<file path="src/rtl/inv_cipher_ctrl_if.sv">
// Request and round-datapath signals between the AES inverse-cipher sequencer and its surroundings.
// The abort line exists only when INV_CTRL_ABORT_EN is defined.
interface inv_cipher_ctrl_if;
  logic         start;
  logic [127:0] ciphertext;
  logic [3:0]   key_idx;
  logic [127:0] round_key;
  logic [127:0] rnd_in;
  logic [127:0] rnd_out;
  logic [127:0] lst_out;
  logic         busy;
  logic         done;
  logic [127:0] plaintext;
`ifdef INV_CTRL_ABORT_EN
  logic         abort;
`endif

  modport master (
    output start, ciphertext, round_key, rnd_out, lst_out,
`ifdef INV_CTRL_ABORT_EN
    output abort,
`endif
    input  key_idx, rnd_in, busy, done, plaintext
  );

  modport slave (
    input  start, ciphertext, round_key, rnd_out, lst_out,
`ifdef INV_CTRL_ABORT_EN
    input  abort,
`endif
    output key_idx, rnd_in, busy, done, plaintext
  );
endinterface

</file>
<file path="src/rtl/inv_cipher_ctrl.sv">
// Iterative AES inverse-cipher sequencer: state register, round counter, key index and handshake.
// Optional abort input is compiled in with INV_CTRL_ABORT_EN.
module inv_cipher_ctrl #(
  parameter int Nk = 4,
  parameter int Nr = 10
) (
  input  logic             clk,
  input  logic             rst_n,
  inv_cipher_ctrl_if.slave bus
);
  if (Nr != Nk + 6) begin : g_cfg_check
    $error("inv_cipher_ctrl: Nr must equal Nk+6");
  end

  localparam logic [2:0] S_IDLE  = 3'd0;
  localparam logic [2:0] S_INIT  = 3'd1;
  localparam logic [2:0] S_ROUND = 3'd2;
  localparam logic [2:0] S_FINAL = 3'd3;
  localparam logic [2:0] S_DONE  = 3'd4;

  localparam logic [3:0] NR_IDX   = 4'(Nr);
  localparam logic [3:0] CNT_INIT = 4'(Nr - 1);

  logic [2:0]   st;
  logic [127:0] state_q;
  logic [127:0] pt_q;
  logic [3:0]   cnt;
  logic         busy_w;
  logic         abort_hit;

  assign busy_w = (st == S_INIT) || (st == S_ROUND) || (st == S_FINAL);

`ifdef INV_CTRL_ABORT_EN
  assign abort_hit = bus.abort & busy_w;
`else
  assign abort_hit = 1'b0;
`endif

  // Key index decodes registered state only, so it is stable for the whole cycle.
  always_comb begin
    bus.key_idx = 4'd0;
    case (st)
      S_INIT:  bus.key_idx = NR_IDX;
      S_ROUND: bus.key_idx = cnt;
      default: bus.key_idx = 4'd0;
    endcase
  end

  assign bus.rnd_in    = state_q;
  assign bus.busy      = busy_w;
  assign bus.done      = (st == S_DONE);
  assign bus.plaintext = pt_q;

  always_ff @(posedge clk or negedge rst_n) begin
    if (!rst_n) begin
      st      <= S_IDLE;
      state_q <= '0;
      pt_q    <= '0;
      cnt     <= '0;
    end else if (abort_hit) begin
      st <= S_IDLE;
    end else begin
      case (st)
        S_IDLE, S_DONE: begin
          if (bus.start) begin
            state_q <= bus.ciphertext;
            st      <= S_INIT;
          end else begin
            st <= S_IDLE;
          end
        end
        S_INIT: begin
          state_q <= state_q ^ bus.round_key;
          cnt     <= CNT_INIT;
          st      <= S_ROUND;
        end
        S_ROUND: begin
          state_q <= bus.rnd_out;
          cnt     <= cnt - 4'd1;
          // Leaving at 1 keeps the counter from ever wrapping.
          if (cnt == 4'd1) st <= S_FINAL;
        end
        S_FINAL: begin
          pt_q    <= bus.lst_out;
          state_q <= bus.lst_out;
          st      <= S_DONE;
        end
        default: st <= S_IDLE;
      endcase
    end
  end
endmodule

</file>
<file path="src/flat_wrapper.sv">
// flat-port wrapper written by rule: the top's interface ports become plain ports
module inv_cipher_ctrl_flat 
#(
  parameter int Nk = 4,
  parameter int Nr = 10
)
  (clk, rst_n, bus_start, bus_ciphertext, bus_round_key, bus_rnd_out, bus_lst_out, bus_key_idx, bus_rnd_in, bus_busy, bus_done, bus_plaintext);
  inv_cipher_ctrl_if bus_i ();
  input  logic clk;
  input  logic rst_n;
  input wire logic [$bits(bus_i.start)-1:0] bus_start;
  input wire logic [$bits(bus_i.ciphertext)-1:0] bus_ciphertext;
  input wire logic [$bits(bus_i.round_key)-1:0] bus_round_key;
  input wire logic [$bits(bus_i.rnd_out)-1:0] bus_rnd_out;
  input wire logic [$bits(bus_i.lst_out)-1:0] bus_lst_out;
  output wire logic [$bits(bus_i.key_idx)-1:0] bus_key_idx;
  output wire logic [$bits(bus_i.rnd_in)-1:0] bus_rnd_in;
  output wire logic [$bits(bus_i.busy)-1:0] bus_busy;
  output wire logic [$bits(bus_i.done)-1:0] bus_done;
  output wire logic [$bits(bus_i.plaintext)-1:0] bus_plaintext;
  assign bus_i.start = bus_start;
  assign bus_i.ciphertext = bus_ciphertext;
  assign bus_i.round_key = bus_round_key;
  assign bus_i.rnd_out = bus_rnd_out;
  assign bus_i.lst_out = bus_lst_out;
  assign bus_key_idx = bus_i.key_idx;
  assign bus_rnd_in = bus_i.rnd_in;
  assign bus_busy = bus_i.busy;
  assign bus_done = bus_i.done;
  assign bus_plaintext = bus_i.plaintext;
  inv_cipher_ctrl #(.Nk(Nk), .Nr(Nr)) u_core (.clk(clk), .rst_n(rst_n), .bus(bus_i));
endmodule
</file>
<file path="config.mk">
export PLATFORM = sky130hd
export DESIGN_NAME = inv_cipher_ctrl_flat
export DESIGN_NICKNAME = d
export VERILOG_FILES = /design/src/rtl/inv_cipher_ctrl_if.sv /design/src/rtl/inv_cipher_ctrl.sv /design/src/flat_wrapper.sv
export SDC_FILE = /design/constraint.sdc
export NUM_CORES = 1
export LEC_CHECK = 0
export ABC_AREA = 1
export BUFFER_PORTS_ARGS = -buffer_cell sky130_fd_sc_hd__clkbuf_2
export CORE_AREA = 2 2 299 301
export DETAILED_ROUTE_END_ITERATION = 16
export DIE_AREA = 0 0 301 303
export GPL_ROUTABILITY_DRIVEN = 0
export GPL_TIMING_DRIVEN = 0
export PLACE_DENSITY = 0.41
export REMOVE_ABC_BUFFERS = 1
export SETUP_SLACK_MARGIN = 0.3
export SLEW_MARGIN = 40
export SYNTH_ARGS = -nofsm -noshare
export SYNTH_HDL_FRONTEND = slang
export SYNTH_SLANG_ARGS = --single-unit
</file>
<file path="constraint.sdc">
create_clock -name clk -period 1.94 [get_ports clk]
set_input_delay 0.194 -clock clk [delete_from_list [all_inputs] [get_ports clk]]
set_output_delay 0.194 -clock clk [all_outputs]
set_load 0.03 [all_outputs]
</file>
==> results of run 1 <==
## sequential cells by signal, indices dropped and copies added, names as in the netlist
| name | count |
|---|---|
| u_core.st | 3 |
| u_core.cnt | 4 |
| u_core.bus.rnd_in | 128 |
| u_core.bus.plaintext | 128 |
## layout make-up
type | count | area (sq um)
diodes | 3 | 7.51
clock buffers | 56 | 1110
clock inverters | 9 | 76.3
fillers | 9474 | 57100
inverters | 525 | 2040
multi-input cells | 1694 | 8530
flip-flops and latches | 263 | 6590
well taps | 1165 | 1460
repair buffers | 1309 | 11000
repair inverters | 4 | 35.0
## repair_timing
action | in CTS | in global routing
pin swaps | 34 | 49
setup endpoints to repair | 269 | 268
gates resized for setup | 261 | 390
hold endpoints to repair | 345 | 1
setup buffers | 87 | 53
cloned | 31 | 20
hold buffers | 290 | 1
## worst reg2reg max path: stages, from the launching register on
cell,delay (ps)
dfrtp_4,500
buf_16,150
buf_12,130
buf_16,150
nor2_4,120
inv_4,60
nand2_8,80
buf_16,150
inv_16,50
buf_16,140
a21oi_4,160
buf_12,150
buf_16,120
buf_12,110
buf_16,130
buf_12,120
buf_16,140
nand2_2,50
nand2_1,60
## metrics by stage
stage	instance area (sq um)	setup slack, ps	power, mW	util, %	setup TNS [ps]
final	30900	-704	57.6	35.1	-87150
after global routing	30900	-803	61.3	35.1	-102330
after CTS	28900	-733	53.5	32.9	-77090
after detailed placement	22400	-2070	38.0	25.5	-307500
after global placement	21200	-17930	29.2	24.1	-5551010
after floorplan	15900	-5630	26.1	-	-1155420
## cells in the mapped netlist, drive strengths merged
master  number
ha           2
xnor2        1
o22ai        2
nor2       133
nor3         2
inv        525
nand4      128
nand2      938
o21ai      355
clkbuf      67
dfrtp      263
buf         84
nand3      129
a21oi        3
## metal layers
metal | wire length (microns) | track usage (%) | vias up | share of wire (%)
met2 | 51400 | 37.1 | 864 | 50
met1 | 41500 | 25.5 | 10300 | 40
li1 | - | - | 10500 | -
met5 | 39 | 0 | - | 0.038
met3 | 6880 | 3.99 | 160 | 6.7
met4 | 3300 | 6.74 | 6 | 3.2
## power groups by stage
stage               sequential (mW)  combinational (mW)  clock, mW
global placement               10.9                18.3          0
CTS                            10.9                35.3       7.30
detailed placement             10.9                27.0          0
global route                   11.5                42.3       7.50
floorplan                      16.2                9.91          0
finish                         11.1                39.5       7.10
## cell families after synthesis
group                    after synthesis  synth area share, %
AND/OR/NAND/NOR                     1330                 33.1
buffers and inverters                676                 16.1
AO/OA/AOI/OAI                        360                 10.9
flip-flops                           263                 39.7
adder cells (fa/ha/maj)                2                0.151
XOR/XNOR                               1               0.0528
## worst max path at each step
stage,depth (start not counted),to,startpoint,slack (ps)
after floorplan,6,bus_key_idx[3],u_core.st[0]$_DFFE_PN0P_,-5630
after global placement,6,bus_key_idx[3],u_core.st[1]$_DFFE_PN0P_,-17930
after detailed placement,15,u_core.bus.rnd_in[95]$_DFFE_PN0P_,u_core.st[1]$_DFFE_PN0P_,-2070
after CTS,12,bus_key_idx[3],u_core.st[1]$_DFFE_PN0P_,-730
after global routing,18,u_core.bus.rnd_in[44]$_DFFE_PN0P_,u_core.st[1]$_DFFE_PN0P_,-800
final,18,u_core.bus.rnd_in[12]$_DFFE_PN0P_,u_core.st[1]$_DFFE_PN0P_,-700
==> results.toml, run 1 <==
[drt]
drc = 0
viasPerCell = 4.34
routedWlPerCell_microns = 20.5
ant_nets = 0
drt_iter0_markers = 1586
routed_wl_mm = 103
dr.pass1.iters = 5
vias = 21800

[global_route]
antenna_found_initial = 13
grt_pass1_wl_mm = 142
grt_pass1_vias = 21200
grt_max_degree = 56
gr-total-overflow = 0
track_usage_pct = 21.0

[yosys]
synth_area_leaders = "dfrtp_1 40%, nand2_1 21%, inv_1 12%, o21ai_0 9.7%, nand4_1 4.8%"
synth_cells = 2632
yosys.cell_types.count = 23
synth_top_area_share_pct = 39.7
yosys.area.top_type = "dfrtp_1"
seq_area_frac_synth_pct = 39.7
syn-cell-area_sq_mm = 0.0166
yosysWarnings = 0
synth_seq_cells = 263
syn_area_per_cell_sq_um = 6.31

[floorplanning]
rows = 109
die_y_microns = 303
core_area_sq_mm = 0.0880
initial_core_util_pct = 18.9
pin_count = 777
die_area_sq_mm = 0.0912
die_w_microns = 301

[worst_setup_path]
timing.rr.end = "u_core.bus.rnd_in[12]$_DFFE_PN0P_"
critical-path-top-delay-family = "buffers and inverters"
cp-start-kind = "register"
cp_num_buf_inv = 13
critPathRequiredTime_ps = 2420
path_cells = "buf_16, buf_12, buf_16, nor2_4, inv_4, nand2_8, buf_16, inv_16, buf_16, a21oi_4, buf_12, buf_16, buf_12, buf_16, buf_12, buf_16, nand2_2, nand2_1"
slowest_delay_ps = 500
worstReg2RegStart = "u_core.st[1]$_DFFE_PN0P_"
setup.worst_path.class = "reg2reg"
critical_path.max_fanout = 8
r2r_slack_ps = -700
cp-end-kind = "register"
reg2regPathDepth = 18
critical_path_arrival_ps = 3120
worst_path_max_delay_cell = "dfrtp_4"
crit_top_cell = "buf_16"

[hold_path]
worstHoldPathCells = 3
hp-class = "in2reg"
min_from = "bus_lst_out[98]"
whs_endpoint = "u_core.bus.plaintext[98]$_DFFE_PN0N_"

[power_and_ir_drop]
p_switching_mw = 29.6
power_density_mw_per_mm2 = 1870
p_comb_share_pct = 68.5
intPower_mw = 28.0
clock_power_share_pct = 12.3
vdd_ir_drop_max_mv = 1.30
leakagePower_nw = 17.4
switching_share_pct = 51.3
seq_power_share_pct = 19.2

[sta]
tightest_slew_ps = 405
skew_ps = 18.2
min_period_ps = 2640
maxSlewViolCount = 0
fin_crit_sh_pct = 136
finalSetupViolations = 214
layout_setup_ws_ps = -704
relSlewSlack_pct = 72.9
max_freq_mhz = 378
hold_viol_final = 0
rsz0062_at_grt = "true"
whs_ps = 17.7

[cts]
cts_tree = "built"
cts_buffer_depth = 3
clock-root-buffer = "clkbuf_16"
cts_htree_levels = 2
clk_latency_ps = 560
clock_sinks = 263
path_clk_slew_ps = 60
cts_buffers = 39

[placed_design]
io_buffer_count = 776
dp_cells = 4478
place_hpwl_mm = 60.1

[layout]
final_cells = 5028
drive_gt1_share_pct = 35.5
most-common-layout-cells = "811 x nand2_1, 769 x clkbuf_2, 516 x inv_1, 291 x dlygate4sd3_1, 260 x dfrtp_1"
layout_commonest_cell = "nand2_1"
final_nets = 4353
syn_to_final_growth_pct = 86.0

[run]
max_cap_viol_count = 0

[run_status]
violations = "negative setup slack"
status = "finished with violations"
No activity file was read; power rests on OpenSTA's default activity.
==> run 2: changes to the inputs <==
--- a/config.mk
+++ b/config.mk
@@ -6,10 +6,11 @@
 export NUM_CORES = 1
 export LEC_CHECK = 0
 export ABC_AREA = 1
+export ABC_CLOCK_PERIOD_IN_PS = 1940
 export BUFFER_PORTS_ARGS = -buffer_cell sky130_fd_sc_hd__clkbuf_2
-export CORE_AREA = 2 2 299 301
+export CORE_AREA = 2 2 302 304
 export DETAILED_ROUTE_END_ITERATION = 16
-export DIE_AREA = 0 0 301 303
+export DIE_AREA = 0 0 304 306
 export GPL_ROUTABILITY_DRIVEN = 0
 export GPL_TIMING_DRIVEN = 0
 export PLACE_DENSITY = 0.41
==> results.toml, run 2 (synthesis results as in run 1) <==
[run_status]
status = "finished with violations"
violations = "negative setup slack"

[layout]
layout_commonest_cell = "clkbuf_2"
final_nets = 4361
final_cells = 5047
nFillCells = 9620
regArea_sq_mm = 0.00659
drive_gt1_share_pct = 36.2
syn_to_final_growth_pct = 86.7
most-common-layout-cells = "769 x clkbuf_2, 760 x nand2_1, 516 x inv_1, 287 x dlygate4sd3_1, 260 x dfrtp_1"
multi_input_area_sq_mm = 0.00860

[placed_design]
pre_cts_ws_ps = -2100
dp_cells = 4490
io_buffer_count = 776
place_hpwl_mm = 60.4

[worst_setup_path]
slowest_delay_ps = 510
critical_path.max_fanout = 3
path_cells = "buf_12, buf_16, nor2_4, clkbuf_16, buf_16, buf_12, clkinv_8, nand2_4, inv_4, nor2_4, buf_8"
setup.worst_path.class = "reg2out"
critPathRequiredTime_ps = 1750
critical_path_arrival_ps = 2310
worst_path_max_delay_cell = "dfrtp_4"
cp-start-kind = "register"
cp-end-kind = "output port"

[global_route]
grt_pass1_wl_mm = 147
grt_max_degree = 58
antenna_found_initial = 10
grt_pass1_vias = 21800
gr-total-overflow = 0
track_usage_pct = 21.3

[cts]
clk_latency_ps = 550
clock_sinks = 263
path_clk_slew_ps = 60
cts_tree = "built"
clock-root-buffer = "clkbuf_16"
cts_buffers = 37
cts_htree_levels = 2
cts_buffer_depth = 3

[power_and_ir_drop]
p_switching_mw = 29.8
power_density_mw_per_mm2 = 1870
seq_power_share_pct = 19.1
vdd_ir_drop_max_mv = 1.10
clock_power_share_pct = 11.9
leakagePower_nw = 17.6
p_comb_share_pct = 69.0
switching_share_pct = 51.4
intPower_mw = 28.2

[floorplanning]
die_area_sq_mm = 0.0930
die_y_microns = 306
initial_core_util_pct = 18.5
rows = 110
core_area_sq_mm = 0.0896
pin_count = 777
die_w_microns = 304

[sta]
fin_crit_sh_pct = 129
relSlewSlack_pct = 66.9
tightest_slew_ps = 497
max_freq_mhz = 399
finalSetupViolations = 249
hold_viol_final = 0
maxSlewViolCount = 0
skew_ps = 13.3
layout_setup_ws_ps = -565
rsz0062_at_grt = "true"
min_period_ps = 2500

[hold_path]
hp-class = "in2reg"

[drt]
vias = 21900
dr.pass1.iters = 7
viasPerCell = 4.34
routed_wl_mm = 104
drc = 0
ant_nets = 0
routedWlPerCell_microns = 20.7
drt_iter0_markers = 1237

[run]
max_cap_viol_count = 0
==> run 2: cell types whose count changed in the layout (fill, tap and decap cells not counted), sizes merged <==
cell / previous run / this run
clkinv: 9 / 6
bufbuf: 15 / 19
nand2: 939 / 940
clkbuf: 845 / 831
buf: 214 / 235
bufinv: 1 / 2
dlygate4sd3: 291 / 287
diode: 3 / 5
==> run 2: critical path: cells and delay by family, from the launching register on <==
kind	cells	cell delay (ps)
buffers and inverters	8	920
flip-flops	1	510
AND/OR/NAND/NOR	3	310
==> run 2: timing repair <==
| item | in CTS | in global routing |
|---|---|---|
| pin swaps | 42 | 79 |
| resized for setup | 250 | 451 |
| cloned | 42 | 6 |
| hold buffers | 284 | 3 |
| endpoints found under the setup margin | 269 | 262 |
| buffers inserted | 95 | 61 |
| endpoints found under the hold margin | 279 | 3 |
==> run 2: path summary, 6_finish.rpt <==
| kind | from | endpoint | slack [ps] | depth (start not counted) |
|---|---|---|---|---|
| hold reg to reg | u_core.bus.plaintext[88]$_DFFE_PN0N_ | u_core.bus.plaintext[88]$_DFFE_PN0N_ | 520 | 2 |
| setup / recovery | u_core.st[1]$_DFFE_PN0P_ | bus_key_idx[3] | -560 | 11 |
| max in group asynchronous | rst_n | u_core.bus.rnd_in[36]$_DFFE_PN0P_ | 610 | 4 |
| hold / removal | bus_lst_out[77] | u_core.bus.plaintext[77]$_DFFE_PN0N_ | 20 | 3 |
| setup reg to reg | u_core.st[0]$_DFFE_PN0P_ | u_core.bus.rnd_in[124]$_DFFE_PN0P_ | -530 | 17 |
| min in group asynchronous | rst_n | u_core.bus.rnd_in[82]$_DFFE_PN0P_ | 190 | 2 |
==> run 2: layer usage <==
layer / global-route usage (%) / up-vias / share of wire, %
li1: - / 10500 / -
met1: 26.0 / 10400 / 42
met2: 37.3 / 778 / 49
met3: 4.52 / 162 / 6.5
met4: 6.41 / 4 / 3.0
met5: 0 / - / 0.020
==> run 2: power groups by stage <==
stage	clock (mW)	combinational, mW	sequential (mW)
after floorplan	0	9.91	16.2
after global placement	0	18.2	10.9
after detailed placement	0	26.9	10.9
after CTS	7.17	36.4	10.8
after global routing	7.34	42.7	11.5
final	6.90	39.9	11.1
==> run 2: final cells by class <==
class                   instances  share of cell area (%)
repair buffers               1318                    35.7
multi-input cells            1695                    27.8
flip-flops and latches        263                    21.3
inverters                     525                    6.57
well taps                    1176                    4.75
clock buffers                  54                    3.45
clock inverters                 7                   0.283
repair inverters                4                   0.149
diodes                          5                  0.0404
==> run 2: per-stage QoR <==
stage           TNS, ps  util [%]  power, mW  instance area (sq um)  hold slack (ps)
2_1_floorplan  -1155420         -       26.1                  15900             -102
3_3_place_gp   -5599790      23.7       29.1                  21200              493
3_5_place_dp    -256680      25.0       37.9                  22400              209
4_1_cts          -67340      32.4       54.4                  29100           0.0125
5_1_grt         -105680      34.6       61.6                  31000             4.98
6_report         -85930      34.6       57.9                  31000             21.7
